**config.mk**
```make
export PLATFORM = sky130hd
export DESIGN_NAME = fill_readout_sequencer_flat
export DESIGN_NICKNAME = d
export VERILOG_FILES = /design/src/rtl/fill_readout_sequencer_if.sv /design/src/rtl/fill_readout_sequencer.sv /design/src/flat_wrapper.sv
export SDC_FILE = /design/constraint.sdc
export NUM_CORES = 1
export LEC_CHECK = 0
export ABC_AREA = 1
export BUFFER_PORTS_ARGS = -buffer_cell sky130_fd_sc_hd__buf_2
export CAP_MARGIN = 20
export CORE_MARGIN = 2
export CORE_UTILIZATION = 50
export CTS_CLUSTER_DIAMETER = 50
export DETAILED_ROUTE_END_ITERATION = 10
export GPL_TIMING_DRIVEN = 0
export HOLD_SLACK_MARGIN = 0.08
export PLACE_DENSITY = 0.73
export SLEW_MARGIN = 25
export SYNTH_ARGS = -nofsm -noshare
export SYNTH_HDL_FRONTEND = slang
export SYNTH_SLANG_ARGS = --single-unit
```
**constraint.sdc**
```tcl
create_clock -name clk -period 13.49 [get_ports clk]
set_input_delay 1.349 -clock clk [delete_from_list [all_inputs] [get_ports clk]]
set_output_delay 1.349 -clock clk [all_outputs]
set_load 0.02 [all_outputs]
```
**src/rtl/fill_readout_sequencer_if.sv**
```systemverilog
// fill_readout_sequencer_if: fill FIFO, channel request/response streams and DAQ link of the readout sequencer.
interface fill_readout_sequencer_if #(parameter int NUM_CHAN = 5);
  logic [NUM_CHAN-1:0] chan_enable;
  logic fill_valid, fill_ready;
  logic [23:0] fill_num;
  logic req_tvalid, req_tready, req_tlast;
  logic [31:0] req_tdata;
  logic rsp_tvalid, rsp_tready, rsp_tlast;
  logic [31:0] rsp_tdata;
  logic daq_valid, daq_header, daq_trailer, daq_ready;
  logic [63:0] daq_data;
  logic busy;
  logic [15:0] timeout_count;
  logic [3:0] last_timeout_chan;
  modport master(
    input chan_enable, fill_valid, fill_num, req_tready, rsp_tvalid, rsp_tdata, rsp_tlast, daq_ready,
    output fill_ready, req_tvalid, req_tdata, req_tlast, rsp_tready, daq_valid, daq_header, daq_trailer,
    daq_data, busy, timeout_count, last_timeout_chan
  );
  modport slave(
    output chan_enable, fill_valid, fill_num, req_tready, rsp_tvalid, rsp_tdata, rsp_tlast, daq_ready,
    input fill_ready, req_tvalid, req_tdata, req_tlast, rsp_tready, daq_valid, daq_header, daq_trailer,
    daq_data, busy, timeout_count, last_timeout_chan
  );
endinterface

```
**src/rtl/fill_readout_sequencer.sv**
```systemverilog
// fill_readout_sequencer: per-fill header, channel readout packed 2x32 into DAQ words, trailer, per-channel watchdog.
module fill_readout_sequencer #(
  parameter int NUM_CHAN = 5,
  parameter int TIMEOUT = 1250000
) (
  input logic clk,
  input logic rst,
  fill_readout_sequencer_if.master bus
);
  localparam int WDW = $clog2(TIMEOUT + 1);
  typedef enum logic [2:0] {IDLE, HDR, SCAN, REQ, DATA, TRL} state_t;
  state_t state;
  logic [23:0] f;
  logic [15:0] m;
  logic [19:0] w;
  logic [4:0] ch;
  logic [WDW-1:0] wd;
  logic half, fin;
  assign bus.fill_ready = state == IDLE;
  assign bus.busy = state != IDLE;
  assign bus.req_tlast = bus.req_tvalid;
  assign bus.rsp_tready = state == DATA && !bus.daq_valid;
  always_ff @(posedge clk or posedge rst)
    if (rst) begin
      state <= IDLE;
      f <= '0;
      m <= '0;
      w <= '0;
      ch <= '0;
      wd <= '0;
      half <= 1'b0;
      fin <= 1'b0;
      bus.req_tvalid <= 1'b0;
      bus.req_tdata <= '0;
      bus.daq_valid <= 1'b0;
      bus.daq_header <= 1'b0;
      bus.daq_trailer <= 1'b0;
      bus.daq_data <= '0;
      bus.timeout_count <= '0;
      bus.last_timeout_chan <= '0;
    end else
      case (state)
        IDLE:
          if (bus.fill_valid) begin
            f <= bus.fill_num;
            m <= 16'(bus.chan_enable);
            w <= '0;
            bus.daq_valid <= 1'b1;
            bus.daq_header <= 1'b1;
            bus.daq_data <= {8'h00, bus.fill_num, 16'h0000, 16'(bus.chan_enable)};
            state <= HDR;
          end
        HDR:
          if (bus.daq_ready) begin
            bus.daq_valid <= 1'b0;
            bus.daq_header <= 1'b0;
            w <= 20'd1;
            ch <= '0;
            state <= SCAN;
          end
        SCAN:
          if (ch == 5'(NUM_CHAN)) begin
            bus.daq_valid <= 1'b1;
            bus.daq_trailer <= 1'b1;
            bus.daq_data <= {8'h00, f, 12'h000, w + 20'd1};
            state <= TRL;
          end else if (m[ch[3:0]]) begin
            bus.req_tvalid <= 1'b1;
            bus.req_tdata <= {4'h1, ch[3:0], f};
            state <= REQ;
          end else
            ch <= ch + 5'd1;
        REQ:
          if (bus.req_tready) begin
            bus.req_tvalid <= 1'b0;
            wd <= '0;
            half <= 1'b0;
            fin <= 1'b0;
            state <= DATA;
          end
        DATA:
          if (bus.daq_valid) begin
            if (bus.daq_ready) begin
              bus.daq_valid <= 1'b0;
              w <= w + 20'd1;
              if (fin) begin
                fin <= 1'b0;
                ch <= ch + 5'd1;
                state <= SCAN;
              end
            end
          end else if (bus.rsp_tvalid) begin
            wd <= '0;
            if (half) begin
              bus.daq_data[31:0] <= bus.rsp_tdata;
              half <= 1'b0;
              bus.daq_valid <= 1'b1;
              fin <= bus.rsp_tlast;
            end else begin
              // lower half pre-zeroed so a lone tlast or timeout flush needs no extra padding step
              bus.daq_data <= {bus.rsp_tdata, 32'h0000_0000};
              half <= !bus.rsp_tlast;
              bus.daq_valid <= bus.rsp_tlast;
              fin <= bus.rsp_tlast;
            end
          end else if (wd == WDW'(TIMEOUT - 1)) begin
            wd <= '0;
            bus.timeout_count <= bus.timeout_count + 16'(bus.timeout_count != 16'hFFFF);
            bus.last_timeout_chan <= ch[3:0];
            half <= 1'b0;
            if (half) begin
              bus.daq_valid <= 1'b1;
              fin <= 1'b1;
            end else begin
              ch <= ch + 5'd1;
              state <= SCAN;
            end
          end else
            wd <= wd + WDW'(1);
        TRL:
          if (bus.daq_ready) begin
            bus.daq_valid <= 1'b0;
            bus.daq_trailer <= 1'b0;
            state <= IDLE;
          end
        default: state <= IDLE;
      endcase
endmodule

```
**src/flat_wrapper.sv**
```systemverilog
// flat-port wrapper written by rule: the top's interface ports become plain ports
module fill_readout_sequencer_flat 
#(
  parameter int NUM_CHAN = 5,
  parameter int TIMEOUT = 1250000
)
  (clk, rst, bus_chan_enable, bus_fill_valid, bus_fill_num, bus_req_tready, bus_rsp_tvalid, bus_rsp_tdata, bus_rsp_tlast, bus_daq_ready, bus_fill_ready, bus_req_tvalid, bus_req_tdata, bus_req_tlast, bus_rsp_tready, bus_daq_valid, bus_daq_header, bus_daq_trailer, bus_daq_data, bus_busy, bus_timeout_count, bus_last_timeout_chan);
  fill_readout_sequencer_if #(.NUM_CHAN(NUM_CHAN)) bus_i ();
  input logic clk;
  input logic rst;
  input wire logic [$bits(bus_i.chan_enable)-1:0] bus_chan_enable;
  input wire logic [$bits(bus_i.fill_valid)-1:0] bus_fill_valid;
  input wire logic [$bits(bus_i.fill_num)-1:0] bus_fill_num;
  input wire logic [$bits(bus_i.req_tready)-1:0] bus_req_tready;
  input wire logic [$bits(bus_i.rsp_tvalid)-1:0] bus_rsp_tvalid;
  input wire logic [$bits(bus_i.rsp_tdata)-1:0] bus_rsp_tdata;
  input wire logic [$bits(bus_i.rsp_tlast)-1:0] bus_rsp_tlast;
  input wire logic [$bits(bus_i.daq_ready)-1:0] bus_daq_ready;
  output wire logic [$bits(bus_i.fill_ready)-1:0] bus_fill_ready;
  output wire logic [$bits(bus_i.req_tvalid)-1:0] bus_req_tvalid;
  output wire logic [$bits(bus_i.req_tdata)-1:0] bus_req_tdata;
  output wire logic [$bits(bus_i.req_tlast)-1:0] bus_req_tlast;
  output wire logic [$bits(bus_i.rsp_tready)-1:0] bus_rsp_tready;
  output wire logic [$bits(bus_i.daq_valid)-1:0] bus_daq_valid;
  output wire logic [$bits(bus_i.daq_header)-1:0] bus_daq_header;
  output wire logic [$bits(bus_i.daq_trailer)-1:0] bus_daq_trailer;
  output wire logic [$bits(bus_i.daq_data)-1:0] bus_daq_data;
  output wire logic [$bits(bus_i.busy)-1:0] bus_busy;
  output wire logic [$bits(bus_i.timeout_count)-1:0] bus_timeout_count;
  output wire logic [$bits(bus_i.last_timeout_chan)-1:0] bus_last_timeout_chan;
  assign bus_i.chan_enable = bus_chan_enable;
  assign bus_i.fill_valid = bus_fill_valid;
  assign bus_i.fill_num = bus_fill_num;
  assign bus_i.req_tready = bus_req_tready;
  assign bus_i.rsp_tvalid = bus_rsp_tvalid;
  assign bus_i.rsp_tdata = bus_rsp_tdata;
  assign bus_i.rsp_tlast = bus_rsp_tlast;
  assign bus_i.daq_ready = bus_daq_ready;
  assign bus_fill_ready = bus_i.fill_ready;
  assign bus_req_tvalid = bus_i.req_tvalid;
  assign bus_req_tdata = bus_i.req_tdata;
  assign bus_req_tlast = bus_i.req_tlast;
  assign bus_rsp_tready = bus_i.rsp_tready;
  assign bus_daq_valid = bus_i.daq_valid;
  assign bus_daq_header = bus_i.daq_header;
  assign bus_daq_trailer = bus_i.daq_trailer;
  assign bus_daq_data = bus_i.daq_data;
  assign bus_busy = bus_i.busy;
  assign bus_timeout_count = bus_i.timeout_count;
  assign bus_last_timeout_chan = bus_i.last_timeout_chan;
  fill_readout_sequencer #(.NUM_CHAN(NUM_CHAN), .TIMEOUT(TIMEOUT)) u_core (.clk(clk), .rst(rst), .bus(bus_i));
endmodule
```
==> impl_results.md, run 1 <==
- Num CTS Buffers: 17
- Crit path kind: flip-flop to output port
- Root buf cell: clkbuf_16
- Crit path launch type: flip-flop
- Port Buf Inserts: 188
- Reg2Reg Depth: 8
- WP data arrival: between 1.5 and 2 ns
- GR Util All Layers: 0.288
- Synth Register Bits: 197
- Worst Setup End Kind: output port
- Synth warn: 0
- Synth Cell Area: 9970 um^2
- Max Freq: 0.320 GHz
- Largest net degree at the start of global routing: slightly below 80
- Worst setup endpoint: bus_rsp_tready
- Hold-fix buffers at CTS: 0
- CTS tree: done
- Largest area contributor in the netlist: dfrtp_1
- H-tree depth: 4
- I/O pin total: between 150 and 200
- Post-CTS setup repair buffer count: 0
- Drt drc: 0
- DR vias: 9484
- Initial Utilization: 0.511
- Final min period: 3.13 ns
- Clock latency on the worst-skew pair: ~0.46 ns
- Grt ovf: 0
- Maximum VDD drop: 0.000143 V
- Die height: 145 um
- Row count: 51
- Worst r2r src: u_core.ch[1]$_DFFE_PP0P_
- Final worst slack: between 10 and 15 ns
- Clk buf depth: 2
- HPWL Detailed: 23.0 mm
- CP max FO: 9
- Post-route design area: 12000 um^2
- RSZ-0062 raised after global routing: no
- Final core utilization: 0.613
- Mapped Cells: 1272
- Outcome: completed
- Routed WL: 30.5 mm
- Slew headroom: 0.472
- Fin cells: ~1800
- Avg Synthesized Cell Area: around 8 um^2
- Commonest cells after routing, fill and taps aside: nand2_1, buf_2, dfrtp_1
- Seq/Total Area, Yosys: 0.494
- Worst Setup SP: u_core.state[1]$_DFFE_PP0P_
- Die X: 145 um
- Post-placement cell count: ~1700
- Reg2Reg Setup Slack: 11.03 ns
- Synth-to-Final Area Change: 20.0%
- Layout cells sized above 1: 0.205
- Least-Margin Pin Slew: just under 0.8 ns
- Final ANT Viol Nets: 0
- Reg2Reg Capture Point: u_core.bus.daq_data[63]$_DFFE_PP0P_
- Via count of the first global-routing pass: 8977
- First-pass detailed-route iteration total: 6
- Final hold violations: 0
- Vias per cell: 5.37
- Ys async rst share: 1.00
- Leak: 5.91 nW
- Top post-synthesis cells by area: dfrtp_1, nand2_1, o21ai_0
- Initial DRC Count: 815
- Fin crit share: 0.232
- Fin. max-slew vios: 0
- Post-placement cell area: around 11000 um^2
- CP required: 12.14 ns
- CTS Sinks: 197
- Core area: 19500 um^2
- Post-place setup slack: 10.56 ns
- Die ar.: approximately 21000 um^2
- First-pass GRT wire length: slightly below 50 mm
- Pwr/cell area: 219 nW/um^2
- Post-synthesis cell type count: 42
- Worst min path class: flip-flop to flip-flop
- Routed len/inst: around 17 um
- Total Nets Final: 1557
- Max Cap Violations: 0
- TNS Setup: 0 ns
- Initial antenna violation count: 2
- Clock slew at reported path FFs: 0.08 ns
- Post-cts sizing count: 0
- RePlAce Congestion: between 0.9 and 1
- EDFF count, synth: 0
- Top_reg_cell synth: dfrtp_1
- Post-synth top area share: 0.494
- Final Skew: about 0.017 ns
- Final Setup Violations: 0
- Most common cell after layout, fill and taps aside: nand2_1
worst max-delay path: stages, from the launching register on:
cell	delay, ns
dfrtp_1	0.36
buf_2	0.19
nor2_4	0.18
nand2_4	0.13
nor2_2	0.25
buf_2	0.22
routing by layer:
| metal | vias to the layer above | share of wire | global-route usage |
|---|---|---|---|
| li1 | 4550 | - | - |
| met1 | 4505 | 0.44 | 0.408 |
| met2 | 376 | 0.46 | 0.448 |
| met3 | 53 | 0.080 | 0.0604 |
| met4 | 0 | 0.024 | 0.0887 |
| met5 | - | 0 | 0 |
Yosys cell counts, types with 8 or more instances:
cell type / n
nand2_1: 328
dfrtp_1: 197
nor2_1: 140
inv_1: 125
o21ai_0: 123
nand3_1: 95
a21oi_1: 62
a21oi_2: 28
nand4_1: 19
xor2_1: 19
buf_2: 18
clkbuf_1: 18
nor3_1: 14
o22ai_1: 13
o21ai_1: 12
buf_4: 8
cells by family after synthesis:
family,after synthesis,share of synthesized area
buf+inv,179,0.0767
fa+ha+maj,6,0.00753
xor+xnor,25,0.0220
compound gates,244,0.136
mux,1,0.00113
simple gates,619,0.262
flops,197,0.494
other cells,1,0.000376
power by group:
group	internal (mW)	switching (mW)	total (mW)
Sequential	0.756	0.0949	0.851
Combinational	0.368	0.849	1.22
Clock	0.275	0.274	0.549
Total	1.40	1.22	2.62
flip-flops by register name (all words and copies together) (netlist names):
name	cells
u_core.ch	5
u_core.bus.timeout_count	16
u_core.wd	21
u_core.bus.last_timeout_chan	4
u_core.bus.daq_valid	1
u_core.bus.daq_data	64
u_core.bus.req_tlast	1
u_core.fin	1
u_core.m	5
u_core.f	24
u_core.bus.req_tdata	29
u_core.bus.daq_header	1
u_core.w	20
u_core.half	1
u_core.bus.daq_trailer	1
u_core.state	3
final cells by class:
cell class,count,area [um^2]
diodes,4,10.0
plain buffers,50,278
clock buffers,17,425
clock inverters,15,218
fillers,1848,7560
inverters,129,494
multi-input cells,898,4290
flip-flops and latches,197,4930
well taps,265,332
repair buffers,190,996
how the worst min path moves through the flow:
stage                                                    start                              endpoint  depth (start not counted)
after floorplan                         u_core.fin$_DFFE_PP0P_                u_core.fin$_DFFE_PP0P_                          2
after CTS                 u_core.bus.req_tdata[28]$_DFFE_PP0P_  u_core.bus.req_tdata[28]$_DFFE_PP0P_                          2
after global placement    u_core.bus.req_tdata[28]$_DFFE_PP0P_  u_core.bus.req_tdata[28]$_DFFE_PP0P_                          2
after detailed placement  u_core.bus.req_tdata[28]$_DFFE_PP0P_  u_core.bus.req_tdata[28]$_DFFE_PP0P_                          2
final                       u_core.bus.daq_data[5]$_DFFE_PP0P_    u_core.bus.daq_data[5]$_DFFE_PP0P_                          2
after global routing        u_core.bus.daq_data[5]$_DFFE_PP0P_    u_core.bus.daq_data[5]$_DFFE_PP0P_                          2
metrics by stage:
step	power, mW	hold slack [ns]
global placement	2.04	0.445
global route	2.77	0.496
CTS	2.62	0.480
floorplan	1.67	0.453
detailed placement	2.07	0.453
finish	2.62	0.478
Note: power is estimated with default switching activity, not from simulation.
==> run 2, diff against run 1 <==
Settings changed: ABC_AREA 1 to 0.
Clock period 13.49 ns to 2.95 ns, I/O delays scaled along.
==> run 2 against run 1 <==
  * Sequential power increased to 4.5 times the previous value
  * Cell count down 15%
  * First-iteration DRC count decreased by 10%
  * Area after synthesis decreased by 2.4%
  * Flip-flop and latch count unchanged
  * Power grew to 4.1 times the previous value
  * Die area shrank 2.3%
  * Synthesized cell count down 22%
  * Utilization up 0.085 points
  * Largest power group unchanged
==> impl_results.md, run 2 <==
- Outcome: completed (unchanged)
- Maximum VDD drop: 0.000493 V (was 0.000143 V)
- Clock latency on the worst-skew pair: 0.44 ns (was 0.46 ns)
- WHS: 0.103 ns (was 0.478 ns)
- RSZ-0062 raised after global routing: yes (was no)
- Ys async rst share: 1.00 (unchanged)
- Avg Synthesized Cell Area: 9.78 um^2 (was 7.84 um^2)
- Vias per cell: 5.82 (was 5.37)
- Synth warn: 0 (unchanged)
- Die X: 144 um (was 145 um)
- Synth Cell Area: 9730 um^2 (was 9970 um^2)
- Worst min path class: primary input to flip-flop (was flip-flop to flip-flop)
- Post-placement cell area: 11200 um^2 (was 11300 um^2)
- Final hold violations: 0 (unchanged)
- Post-place setup slack: -0.131 ns (was 10.56 ns)
- Hold path depth: 3 (was 2)
- Cell class contributing the biggest share of worst-path delay: buffers and inverters (was simple AND/OR/NAND/NOR gates)
- TNS Setup: 0 ns (unchanged)
- Clock slew at reported path FFs: 0.07 ns (was 0.08 ns)
- Top_reg_cell synth: dfrtp_1 (unchanged)
- GR Util All Layers: 0.272 (was 0.288)
- Max Cap Violations: 0 (unchanged)
- Leak: 5.33 nW (was 5.91 nW)
- Worst Setup End Kind: flip-flop (was output port)
- First-pass detailed-route iteration total: 5 (was 6)
- Port Buf Inserts: 188 (unchanged)
- Crit path launch type: flip-flop (unchanged)
- Via count of the first global-routing pass: 7915 (was 8977)
- Most frequent CP cell: clkbuf_1 (was buf_2)
- Layout cells sized above 1: 0.259 (was 0.205)
- Max Freq: 0.356 GHz
- Cell Chain, Critical Path: clkbuf_1 > nand2b_1 > nor2_2 > and2_1 > clkbuf_1 > clkbuf_1 > nand2_1 > o21ai_0 > a22o_1 (was buf_2 > nor2_4 > nand2_4 > nor2_2 > buf_2)
- CP required: 3.32 ns (was 12.14 ns)
- Clk buf depth: 2 (unchanged)
- Final min period: 2.81 ns
- Cell with the most instances after synthesis: dfrtp_1 (was nand2_1)
- CTS Sinks: 197 (unchanged)
- HPWL Detailed: 20.7 mm (was 23.0 mm)
- Fin cells: 1494 (was 1765)
- Slowest CP cell: dfrtp_1 (unchanged)
- Fin crit share: 0.952
- Reg2Reg Setup Slack: 0.14 ns (was 11.03 ns)
- Fin. max-slew vios: 0 (unchanged)
- Core area: 19300 um^2 (was 19500 um^2)
- Largest net degree at the start of global routing: 33 (was 79)
- Largest area contributor in the netlist: dfrtp_1 (unchanged)
- Row count: 51 (unchanged)
- First-pass GRT wire length: 43.6 mm (was 48.3 mm)
- Reg with most FFs: u_core.bus.daq_data (unchanged)
- I/O pin total: 192 (unchanged)
- Initial DRC Count: 731 (was 815)
- Root buf cell: clkbuf_16 (unchanged)
- Post-route design area: 11800 um^2 (was 12000 um^2)
- Initial Utilization: 0.505 (was 0.511)
- Final ANT Viol Nets: 0 (unchanged)
- Worst Setup SP: u_core.state[0]$_DFFE_PP0P_ (was u_core.state[1]$_DFFE_PP0P_)
- Total Nets Final: 1286 (was 1557)
- Num CTS Buffers: 17 (unchanged)
- WP data arrival: 3.18 ns (was 1.78 ns)
- Grt ovf: 0 (unchanged)
- Commonest cells after routing, fill and taps aside: dfrtp_1, buf_2, o21ai_0 (was nand2_1, buf_2, dfrtp_1)
- Buf/Inv on CP: 3 (was 2)
- H-tree depth: 4 (unchanged)
- Synth Register Bits: 197 (unchanged)
- Worst r2r src: u_core.state[0]$_DFFE_PP0P_ (was u_core.ch[1]$_DFFE_PP0P_)
- Post-synth top area share: 0.506 (was 0.494)
- Final Setup Violations: 0 (unchanged)
- DR vias: 8694 (was 9484)
- CP max stage delay: 0.41 ns (was 0.36 ns)
- Final Skew: 0.00989 ns (was 0.0173 ns)
- Post-synthesis cell type count: 59 (was 42)
- Max reg flops: 64 (unchanged)
- CP max FO: 10 (was 9)
- Routed len/inst: 18.8 um (was 17.3 um)
- EDFF count, synth: 0 (unchanged)
- CP Depth: 9 (was 5)
- Mapped Cells: 995 (was 1272)
- CTS tree: done (unchanged)
- Reg2Reg Capture Point: u_core.bus.daq_data[6]$_DFFE_PP0P_ (was u_core.bus.daq_data[63]$_DFFE_PP0P_)
- Top post-synthesis cells by area: dfrtp_1, o21ai_0, mux2_2 (was dfrtp_1, nand2_1, o21ai_0)
- Reg2Reg Depth: 9 (was 8)
- Synth top cells by count: dfrtp_1, o21ai_0, nand2_1 (was nand2_1, dfrtp_1, nor2_1)
- Post-placement cell count: 1457 (was 1729)
- Die ar.: 20600 um^2 (was 21100 um^2)
- Slew headroom: 0.560 (was 0.472)
- Die height: 144 um (was 145 um)
- Most common cell after layout, fill and taps aside: dfrtp_1 (was nand2_1)
- Final worst slack: 0.142 ns (was 10.36 ns)
- Worst setup endpoint: u_core.bus.daq_data[6]$_DFFE_PP0P_ (was bus_rsp_tready)
- Routed WL: 28.0 mm (was 30.5 mm)
- Seq/Total Area, Yosys: 0.506 (was 0.494)
- Least-Margin Pin Slew: 0.657 ns (was 0.790 ns)
- Synth-to-Final Area Change: 21.5% (was 20.0%)
- Drt drc: 0 (unchanged)
- Initial antenna violation count: 4 (was 2)
- Top Registers: u_core.bus.daq_data x64, u_core.bus.req_tdata x29, u_core.f x24 (unchanged)
- Crit path kind: flip-flop to flip-flop (was flip-flop to output port)
- Pwr/cell area: 912 nW/um^2 (was 219 nW/um^2)
- RePlAce Congestion: 0.910 (was 0.914)
-- run 2: cell types whose count changed after synthesis, sizes merged, moves of 15 or more --
cell | before | now
buf | 32 | 15
nand3 | 95 | 21
a31oi | 1 | 16
clkbuf | 18 | 57
nor2 | 149 | 40
xnor2 | 6 | 25
o211ai | 0 | 25
or3 | 0 | 32
a22o | 1 | 17
mux2 | 1 | 64
o21ai | 135 | 150
inv | 128 | 13
nand2 | 334 | 130
a21oi | 90 | 21
-- run 2: cell families (layout without fill, tap and decap cells) --
kind of cell               Yosys count  after routing  synth area share
adders and majority gates            6              6           0.00771
DFF                                197            197             0.506
AOI/OAI and AO/OA                  296            296             0.183
other                                1              7          0.000385
and+or+nand+nor                    301            301             0.152
xor gates and xnor gates            39             39            0.0351
muxes                               69             69            0.0792
buffers and inverters               86            314            0.0366
-- run 2: cell type report --
type / count / area, um^2
fill: 1667 / 7440
multi-input combinational: 714 / 4470
clock inverter: 11 / 139
inverter: 14 / 56.3
sequential: 197 / 4930
timing repair buffer: 196 / 1110
tap: 265 / 332
antenna: 4 / 10.0
buffer: 72 / 308
clock buffer: 21 / 480
-- run 2: worst min path at each step --
stage | startpoint | end | slack, ns
5_1_grt | bus_chan_enable[2] | u_core.m[2]$_DFFE_PP0P_ | 0.11
6_report | bus_rsp_tdata[27] | u_core.bus.daq_data[59]$_DFFE_PP0P_ | 0.10
2_1_floorplan | bus_rsp_tdata[20] | u_core.bus.daq_data[20]$_DFFE_PP0P_ | 0.43
3_3_place_gp | u_core.bus.req_tdata[28]$_DFFE_PP0P_ | u_core.bus.req_tdata[28]$_DFFE_PP0P_ | 0.45
3_5_place_dp | rst | u_core.f[4]$_DFFE_PP0P_ | 0.35
4_1_cts | bus_rsp_tdata[29] | u_core.bus.daq_data[61]$_DFFE_PP0P_ | 0.09
-- run 2: repair_timing --
action	CTS	global route
resized for setup	1	9
hold endpoints to repair	13	0
setup buffers	0	0
setup endpoints to repair	32	84
hold buffers	1	0
-- run 2: through the flow --
stage                     power, mW  utilization
after CTS                      10.8        0.613
after floorplan                6.82            -
final                          10.8        0.614
after detailed placement       8.32        0.580
after global placement         8.18        0.572
after global routing           11.4        0.614
-- run 2: per-layer routing --
layer | routed length [um] | GRT usage | up-vias | part of all wire
met5 | 0 | 0 | - | 0
met4 | 617 | 0.0862 | 0 | 0.022
met3 | 1970 | 0.0510 | 45 | 0.070
met2 | 13500 | 0.436 | 370 | 0.48
met1 | 12000 | 0.377 | 4234 | 0.43
li1 | - | - | 4045 | -
-- run 2: power by group --
part / switching [mW] / internal [mW]
sequential: 0.451 / 3.40
combinational: 2.86 / 1.64
clock: 1.08 / 1.36
total: 4.39 / 6.40
-- run 2: worst min-delay path, cell delays in order --
cell,delay (ns)
buf_2,0.11
nand2_1,0.04
o21ai_0,0.06
==> run 3, diff against run 2 <==
Settings changed: CELL_PAD_IN_SITES_DETAIL_PLACEMENT set to 1, CELL_PAD_IN_SITES_GLOBAL_PLACEMENT set to 2, CORE_UTILIZATION 50 to 34, PLACE_DENSITY 0.73 to 0.84.
==> run 3 against run 2 <==
  * Sequential share of layout area shrank 0.38 points
  * Maximum frequency shrank 0.88%
  * Highest routed layer is now met5
  * Count of clock-buffer cells in the layout shrank 1
  * Largest cell class unchanged
  * Via count shrank 1.3%
  * Register-to-register slack lost 0.02 ns
  * Power grew 0.88%
  * Non-clock buffer count is the same
  * Worst hold slack gained 0.0045 ns
==> impl_results.md, run 3 (synthesized netlist as in run 2, its figures left out) <==
- Outcome: completed (unchanged)
- H-tree depth: 4 (unchanged)
- Crit path launch type: flip-flop (unchanged)
- Clk buf depth: 2 (unchanged)
- Grt ovf: 0 (unchanged)
- Final hold violations: 0 (unchanged)
- Routed len/inst: 20.2 um (was 18.8 um)
- Cell class contributing the biggest share of worst-path delay: buffers and inverters (unchanged)
- Num CTS Buffers: 17 (unchanged)
- Top Registers: u_core.bus.daq_data x64, u_core.bus.req_tdata x29, u_core.f x24 (unchanged)
- Met1 GRT Util: 0.294 (was 0.377)
- Hold path depth: 3 (unchanged)
- Worst min path class: primary input to flip-flop (unchanged)
- HPWL Detailed: 24.7 mm (was 20.7 mm)
- Final Skew: 0.0169 ns (was 0.00989 ns)
- Grt peak-use layer: met2 (unchanged)
- Buf/Inv on CP: 4 (was 3)
- Total Nets Final: 1286 (unchanged)
- Clock latency on the worst-skew pair: 0.45 ns (was 0.44 ns)
- GR Util met3: 0.0310 (was 0.0510)
- Initial Utilization: 0.347 (was 0.505)
- Worst r2r src: u_core.ch[1]$_DFFE_PP0P_ (was u_core.state[0]$_DFFE_PP0P_)
- Final ANT Viol Nets: 0 (unchanged)
- Crit path kind: flip-flop to flip-flop (unchanged)
- Pwr/cell area: 912 nW/um^2 (about the same)
- Clock slew at reported path FFs: 0.07 ns (about the same)
- Post-route design area: 11900 um^2 (was 11800 um^2)
- First-pass detailed-route iteration total: 5 (unchanged)
- Leak: 5.33 nW (about the same)
- CP required: 3.26 ns (was 3.32 ns)
- Area of the multi-input gates: 4470 um^2 (about the same)
- WP data arrival: 3.15 ns (was 3.18 ns)
- First-pass GRT wire length: 51.7 mm (was 43.6 mm)
- Reg2Reg Setup Slack: 0.12 ns (was 0.14 ns)
- Layout cells sized above 1: 0.261 (was 0.259)
- Row count: 61 (was 51)
- CP max FO: 10 (unchanged)
- Via count of the first global-routing pass: 8794 (was 7915)
- RePlAce Congestion: 0.848 (was 0.910)
- Die height: 173 um (was 144 um)
- Final Setup Violations: 0 (unchanged)
- Hold Crit Start: bus_rsp_tdata[24] (was bus_rsp_tdata[27])
- Slowest CP cell: dfrtp_1 (unchanged)
- Initial DRC Count: 483 (was 731)
- Core area: 28000 um^2 (was 19300 um^2)
- Routed WL: 32.4 mm (was 28.0 mm)
- Synth-to-Final Area Change: 22.7% (was 21.5%)
- Final min period: 2.83 ns (was 2.81 ns)
- Commonest cells after routing, fill and taps aside: dfrtp_1, buf_2, o21ai_0 (unchanged)
- Reg2Reg Depth: 11 (was 9)
- Final core utilization: 0.426 (was 0.614)
- Drt drc: 0 (unchanged)
- Grt met2 use: 0.359 (was 0.436)
- Seq. cell area: 4930 um^2 (unchanged)
- CTS Sinks: 197 (unchanged)
- Slew headroom: 0.539 (was 0.560)
- Final worst slack: 0.117 ns (was 0.142 ns)
- Port Buf Inserts: 188 (unchanged)
- Fillers: 3298 (was 1667)
- Max reg flops: 64 (unchanged)
- Total power: 10.9 mW (was 10.8 mW)
- Largest net degree at the start of global routing: 33 (unchanged)
- GR Util All Layers: 0.219 (was 0.272)
- RSZ-0062 raised after global routing: yes (unchanged)
- Reg2Reg Capture Point: u_core.bus.daq_data[62]$_DFFE_PP0P_ (was u_core.bus.daq_data[6]$_DFFE_PP0P_)
- Cell Chain, Critical Path: clkbuf_1 > inv_1 > ha_1 > nor4bb_1 > buf_2 > mux2i_1 > o21ai_1 > nand3_2 > clkbuf_2 > nand2_1 > o21ai_0 (was clkbuf_1 > nand2b_1 > nor2_2 > and2_1 > clkbuf_1 > clkbuf_1 > nand2_1 > o21ai_0 > a22o_1)
- Root buf cell: clkbuf_16 (unchanged)
- Maximum VDD drop: 0.000516 V (was 0.000493 V)
- CP max stage delay: 0.38 ns (was 0.41 ns)
- Least-Margin Pin Slew: 0.689 ns (was 0.657 ns)
- DR vias: 8578 (was 8694)
- I/O pin total: 192 (unchanged)
- Initial antenna violation count: 4 (unchanged)
- Max Freq: 0.353 GHz (was 0.356 GHz)
- Post-place setup slack: -0.300 ns (was -0.131 ns)
- Fin. max-slew vios: 0 (unchanged)
- Most common cell after layout, fill and taps aside: dfrtp_1 (unchanged)
- Post-placement cell area: 11300 um^2 (was 11200 um^2)
- Max Cap Violations: 0 (unchanged)
- Worst Setup End Kind: flip-flop (unchanged)
- CTS tree: done (unchanged)
- Fin crit share: 0.960 (was 0.952)
- Vias per cell: 5.34 (was 5.82)
- Reg with most FFs: u_core.bus.daq_data (unchanged)
- Die ar.: 30000 um^2 (was 20600 um^2)
- CP Depth: 11 (was 9)
- Hold endpoint: u_core.bus.daq_data[56]$_DFFE_PP0P_ (was u_core.bus.daq_data[59]$_DFFE_PP0P_)
- TNS Setup: 0 ns (unchanged)
- Die X: 173 um (was 144 um)
-- run 3: timing repair --
item                                    4_1_cts  5_1_grt
endpoints found under the setup margin       32       69
resized for setup                             4       11
endpoints found under the hold margin        83        0
hold buffers                                  1        0
setup buffers                                 0        0
-- run 3: worst min-delay path, stage by stage --
cell	delay, ns
buf_2	0.11
nand2_1	0.05
o21ai_0	0.06
-- run 3: worst max-delay path by stage --
| stage | from | to | slack, ns |
|---|---|---|---|
| 2_1_floorplan | rst | u_core.bus.daq_data[0]$_DFFE_PP0P_ | 0.11 |
| 3_3_place_gp | rst | u_core.bus.daq_data[28]$_DFFE_PP0P_ | -1.32 |
| 3_5_place_dp | u_core.ch[1]$_DFFE_PP0P_ | u_core.bus.daq_data[58]$_DFFE_PP0P_ | -0.30 |
| 4_1_cts | u_core.state[0]$_DFFE_PP0P_ | u_core.bus.daq_data[8]$_DFFE_PP0P_ | 0.08 |
| 5_1_grt | u_core.ch[1]$_DFFE_PP0P_ | u_core.bus.daq_data[34]$_DFFE_PP0P_ | -0.01 |
| 6_report | u_core.ch[1]$_DFFE_PP0P_ | u_core.bus.daq_data[62]$_DFFE_PP0P_ | 0.12 |
-- run 3: power by group --
part	leakage, nW	switching, mW	internal (mW)
Sequential	2.57	0.455	3.40
Clock	0.283	1.11	1.31
Combinational	2.48	2.97	1.64
Total	5.33	4.53	6.35
-- run 3: cell type report --
class / instances / area share
sequential: 197 / 0.413
multi-input combinational: 714 / 0.374
timing repair buffer: 196 / 0.0914
tap: 378 / 0.0396
clock buffer: 20 / 0.0383
buffer: 72 / 0.0263
clock inverter: 12 / 0.0121
inverter: 14 / 0.00472
antenna: 3 / 0.000629
-- run 3: layer usage --
| metal | vias up | routed length [um] |
|---|---|---|
| met5 | - | 16 |
| met4 | 2 | 809 |
| li1 | 4029 | - |
| met2 | 192 | 15600 |
| met1 | 4309 | 14700 |
| met3 | 46 | 1250 |
-- run 3: metrics by stage --
step,cells,hold slack (ns)
finish,1606,0.107
global route,1606,0.106
CTS,1603,0.0908
detailed placement,1570,0.250
global placement,1563,0.447
floorplan,997,0.431
